File: config.mk
export PLATFORM = sky130hd
export DESIGN_NAME = hamming_stream
export DESIGN_NICKNAME = d
export VERILOG_FILES = /design/src/rtl/hamming_pkg.sv /design/src/rtl/popcount_chunk.sv /design/src/rtl/hamming_stream.sv
export SDC_FILE = /design/constraint.sdc
export NUM_CORES = 1
export LEC_CHECK = 0
export ABC_AREA = 1
export ABC_CLOCK_PERIOD_IN_PS = 4720
export CAP_MARGIN = 30
export CORE_UTILIZATION = 40
export DETAILED_ROUTE_END_ITERATION = 10
export PLACE_DENSITY = 0.7
export SETUP_SLACK_MARGIN = 0.05
export SLEW_MARGIN = 40
export SYNTH_ARGS = -nofsm -noshare
export SYNTH_HDL_FRONTEND = slang
export SYNTH_SLANG_ARGS = --single-unit
File: constraint.sdc
create_clock -name clk -period 4.72 [get_ports clk]
set_input_delay 0.944 -clock clk [delete_from_list [all_inputs] [get_ports clk]]
set_output_delay 0.944 -clock clk [all_outputs]
set_load 0.005 [all_outputs]
File: src/rtl/hamming_pkg.sv
// Shared types and width helpers for the streaming Hamming engine.
// Macro HAMMING_THRESH_EN (see hamming_stream) adds threshold matching.
package hamming_pkg;

    typedef enum logic {
        ACCUM = 1'b0,
        DONE  = 1'b1
    } state_t;

    function automatic int dist_w(input int width);
        return $clog2(width + 1);
    endfunction

    function automatic int cnt_w(input int beats);
        return (beats > 1) ? $clog2(beats) : 1;
    endfunction

endpackage

File: src/rtl/popcount_chunk.sv
// Combinational popcount of the XOR of two CHUNK-bit words.
// Result is $clog2(CHUNK+1) bits wide.
module popcount_chunk #(
    parameter int CHUNK = 32,
    localparam int PC_W = $clog2(CHUNK + 1)
) (
    input  logic [CHUNK-1:0] a,
    input  logic [CHUNK-1:0] b,
    output logic [PC_W-1:0]  count
);

    logic [CHUNK-1:0] diff;

    assign diff = a ^ b;

    // Sum the differing bit positions.
    always_comb begin
        count = '0;
        for (int i = 0; i < CHUNK; i++) begin
            count = count + PC_W'(diff[i]);
        end
    end

endmodule

File: src/rtl/hamming_stream.sv
// Streaming Hamming-distance engine: accumulates popcount(a^b) per beat.
// Define HAMMING_THRESH_EN to add the thresh input and match output.
module hamming_stream
    import hamming_pkg::*;
#(
    parameter int WIDTH = 256,
    parameter int CHUNK = 32,
    localparam int BEATS  = WIDTH / CHUNK,
    localparam int DIST_W = dist_w(WIDTH),
    localparam int CNT_W  = cnt_w(BEATS),
    localparam int PC_W   = $clog2(CHUNK + 1)
) (
    input  logic              clk,
    input  logic              rst_n,
    input  logic              flush,
    input  logic              in_valid,
    output logic              in_ready,
    input  logic [CHUNK-1:0]  a_word,
    input  logic [CHUNK-1:0]  b_word,
    output logic              dist_valid,
    input  logic              dist_ready,
`ifdef HAMMING_THRESH_EN
    input  logic [DIST_W-1:0] thresh,
    output logic              match,
`endif
    output logic [DIST_W-1:0] distance
);

    state_t            state;
    state_t            state_n;
    logic [CNT_W-1:0]  beat_cnt;
    logic [DIST_W-1:0] acc;
    logic [DIST_W-1:0] sum;
    logic [PC_W-1:0]   pc;
    logic              accept;
    logic              last;

    popcount_chunk #(
        .CHUNK (CHUNK)
    ) u_pc (
        .a     (a_word),
        .b     (b_word),
        .count (pc)
    );

    assign in_ready   = (state == ACCUM);
    assign dist_valid = (state == DONE);
    assign accept     = in_valid & in_ready & ~flush;
    assign last       = (beat_cnt == CNT_W'(BEATS - 1));
    assign sum        = acc + DIST_W'(pc);

    // State register.
    always_ff @(posedge clk or negedge rst_n) begin
        if (!rst_n) begin
            state <= ACCUM;
        end else begin
            state <= state_n;
        end
    end

    // Next state; flush wins over beats and result handshake.
    always_comb begin
        state_n = state;
        unique case (state)
            ACCUM: if (accept && last) state_n = DONE;
            DONE:  if (dist_ready)     state_n = ACCUM;
            default:                   state_n = ACCUM;
        endcase
        if (flush) state_n = ACCUM;
    end

    // Beat counter and accumulator; both restart on flush or vector end.
    always_ff @(posedge clk or negedge rst_n) begin
        if (!rst_n) begin
            acc      <= '0;
            beat_cnt <= '0;
        end else if (flush) begin
            acc      <= '0;
            beat_cnt <= '0;
        end else if (accept) begin
            if (last) begin
                acc      <= '0;
                beat_cnt <= '0;
            end else begin
                acc      <= sum;
                beat_cnt <= beat_cnt + CNT_W'(1);
            end
        end
    end

    // Result register, loaded on the last beat and held through DONE.
    always_ff @(posedge clk or negedge rst_n) begin
        if (!rst_n) begin
            distance <= '0;
        end else if (accept && last) begin
            distance <= sum;
        end
    end

`ifdef HAMMING_THRESH_EN
    // Match flag registered alongside distance, thresh sampled on last beat.
    always_ff @(posedge clk or negedge rst_n) begin
        if (!rst_n) begin
            match <= 1'b0;
        end else if (accept && last) begin
            match <= (sum <= thresh);
        end
    end
`endif

endmodule

==> impl_metrics.yaml <==
cts:
  cts_tree: "done"
  clk_pin_slew_ps: 80
  clockBufferDepth: 2
  cts.sinks: 22
  cts_buffers: 3
  htreeDepth: 1
  clk_latency_ps: 260
  root_buffer: "clkbuf_8"
  cts_hold_buf: 0
setup_path:
  worstPathRequired_ps: 4880
  r2r-start: "acc[0]$_DFFE_PN0P_"
  r2r.worst_path.cells: 11
  cp.arrival_ps: 6250
  path_class: "in2reg"
  crit_path_end_kind: "flip-flop"
  critPathMaxFanout: 4
  r2r_slack_ps: 3070
  crit_end: "distance[7]$_DFFE_PN0P_"
  setup.worst_path.start: "a_word[1]"
  r2r-end: "acc[6]$_DFFE_PN0P_"
  setup.worst_path.start_class: "input port"
synth:
  ys_ff_latch: 22
  syn_area_per_cell_um2: 8.99
  syn_inst: 251
  syn_area_um2: 2260
  yosys-top-cells-area: "dfrtp_1, fa_1, nand2_1"
  synth_top_cell_by_area: "dfrtp_1"
  seq_area_frac_synth_pct: 24.4
  yosys_warnings: 0
  synth_top_area_share_pct: 24.4
  synthDistinctLibCells: 21
  syn_nets: 362
timing:
  setup_ws_ps: -1370
  relSlewSlack_pct: 59.3
  post-route-period-util_pct: 129
  final.setup_skew_ps: 11.0
  holdWs_ps: 483
  finalMaxSlewViolations: 0
  min_period_ps: 6090
  tightest_slew_ps: 610
  clock.fmax_mhz: 164
  hold_viol: 0
  rsz0062_at_grt: "yes"
  finalSetupViolations: 18
layout:
  num_antenna_cells: 0
  fin_cells: 413
  fin_nets: 455
  layout-drive-gt1-share_pct: 25.7
  final_util_pct: 64.7
  area_delta_synth_final_pct: 51.2
global_routing:
  grt_pass1_wl_mm: 8.63
  grt_usage_pct: 18.0
  antenna_found_initial: 0
  globalRouteOverflowTotal: 0
  grt_max_degree: 23
  grt_pass1_vias: 2037
routing:
  post_drt_wl_per_cell_um: 11.6
  ant_nets: 0
  drc: 0
  vias: 1902
  drtPass1Iterations: 4
  routed_wl_mm: 4.78
  dr.first_iter.drc_count: 47
  viasPerCell: 4.61
min_path:
  min-delay-start: "distance[0]$_DFFE_PN0P_"
  hold_path_class: "reg2reg"
floorplanning:
  ios: 80
  dieWidth_um: 77.1
  die_h_um: 77.1
  placementRows: 26
  die_area_um2: 5940
  initial_core_util_pct: 42.8
  core_region_area_um2: 5270
flow_run:
  drv_cap: 0
status:
  outcome: "finished with violations"
  violations: "negative setup slack"
placement:
  placed_cells: 409
  dp_hpwl_mm: 3.96
  portBuffers: 79
  globalplace.congestion: 0.827
## logic make-up (layout without fill, tap and decap cells)
kind of cell               count (synthesis)  count (layout)  share of synthesized area, %
buffers and inverters                     48             140                          8.37
adders and majority gates                 42              42                          31.6
DFF                                       22              22                          24.4
AOI/OAI and AO/OA                         20              20                          5.60
and+or+nand+nor                           81              81                          15.3
xor gates and xnor gates                  38              38                          14.8
## critical path: stages
cell	delay [ps]
buf_6	90
xor2_1	150
ha_1	300
fa_1	460
fa_1	510
fa_1	430
fa_1	480
inv_1	40
fa_1	490
fa_1	430
fa_2	370
fa_2	400
o21ai_2	150
xor2_1	160
ha_1	290
nand2_1	100
nand2_2	70
a21boi_2	130
nand3b_1	110
nand3_1	90
nand2_1	60
## registers in the layout, indices dropped and copies added (netlist names)
name and flops:
acc 9, beat_cnt 3, dist_valid 1, distance 9
## layout by cell type, fill, tap and decap left out, drive strengths merged
| cell | Yosys | final |
|---|---|---|
| xor2 | 18 | 18 |
| fa | 25 | 25 |
| a21boi | 1 | 1 |
| clkdlybuf4s15 | 0 | 6 |
| bufinv | 0 | 1 |
| clkbuf | 0 | 7 |
| nand2 | 64 | 64 |
| nand3b | 3 | 3 |
| nand3 | 9 | 9 |
| xnor2 | 20 | 20 |
| buf | 2 | 25 |
| clkdlybuf4s50 | 0 | 46 |
| nor2 | 5 | 5 |
| inv | 46 | 46 |
| o21ai | 9 | 9 |
| dlygate4sd2 | 0 | 9 |
| a21oi | 7 | 7 |
| ha | 17 | 17 |
| a22o | 2 | 2 |
| dfrtp | 22 | 22 |
| o31ai | 1 | 1 |
## Yosys cell counts
library cell / number
inv_1: 43
o21ai_2: 3
buf_6: 1
a21oi_1: 7
nor2_4: 2
nand3b_1: 3
xnor2_1: 20
a22o_2: 2
buf_2: 1
o31ai_1: 1
nor2_1: 3
inv_2: 3
fa_1: 25
nand3_1: 9
o21ai_0: 6
a21boi_0: 1
ha_1: 17
nand2_2: 1
xor2_1: 18
nand2_1: 63
dfrtp_1: 22
## metal layers
metal  global-route usage (%)  share of wire (%)  wire [um]  up-vias
li1                         -                  -          -      949
met1                     23.0                 44       2120      916
met2                     32.2                 51       2460       33
met3                     2.98                3.2        155        4
met4                     3.02               0.90         43        0
met5                        0                  0          0        -
## final cells by class
cell class	instances	area, um^2
multi-input cells	181	1740
clock buffers	3	41.3
repair buffers	90	791
fillers	479	1860
well taps	70	87.6
clock inverters	1	30.0
flip-flops and latches	22	551
inverters	46	175
## how the worst min path moves through the flow
stage / end / depth (start not counted)
after detailed placement: distance[8]$_DFFE_PN0P_ / 2
after global placement: distance[3]$_DFFE_PN0P_ / 2
after CTS: distance[0]$_DFFE_PN0P_ / 2
final: distance[0]$_DFFE_PN0P_ / 2
after global routing: distance[0]$_DFFE_PN0P_ / 2
after floorplan: acc[4]$_DFFE_PN0P_ / 2
## per-stage QoR
step                      setup WS [ps]  instance area, um^2  TNS (ps)
after floorplan                   -1380                 2270    -20990
after global placement            -1950                 3210    -31540
after detailed placement          -2050                 3210    -32950
after CTS                         -1350                 3350    -20670
after global routing              -1600                 3410    -23910
final                             -1370                 3410    -20660
## what timing repair did
action	CTS	global route
pin swaps	24	27
buffers inserted	0	0
resized for setup	99	31
hold endpoints to repair	0	0
endpoints found under the setup margin	18	18
Power is not shown: default switching activity piles up to over one toggle a cycle in this logic, so the estimate is an artifact.
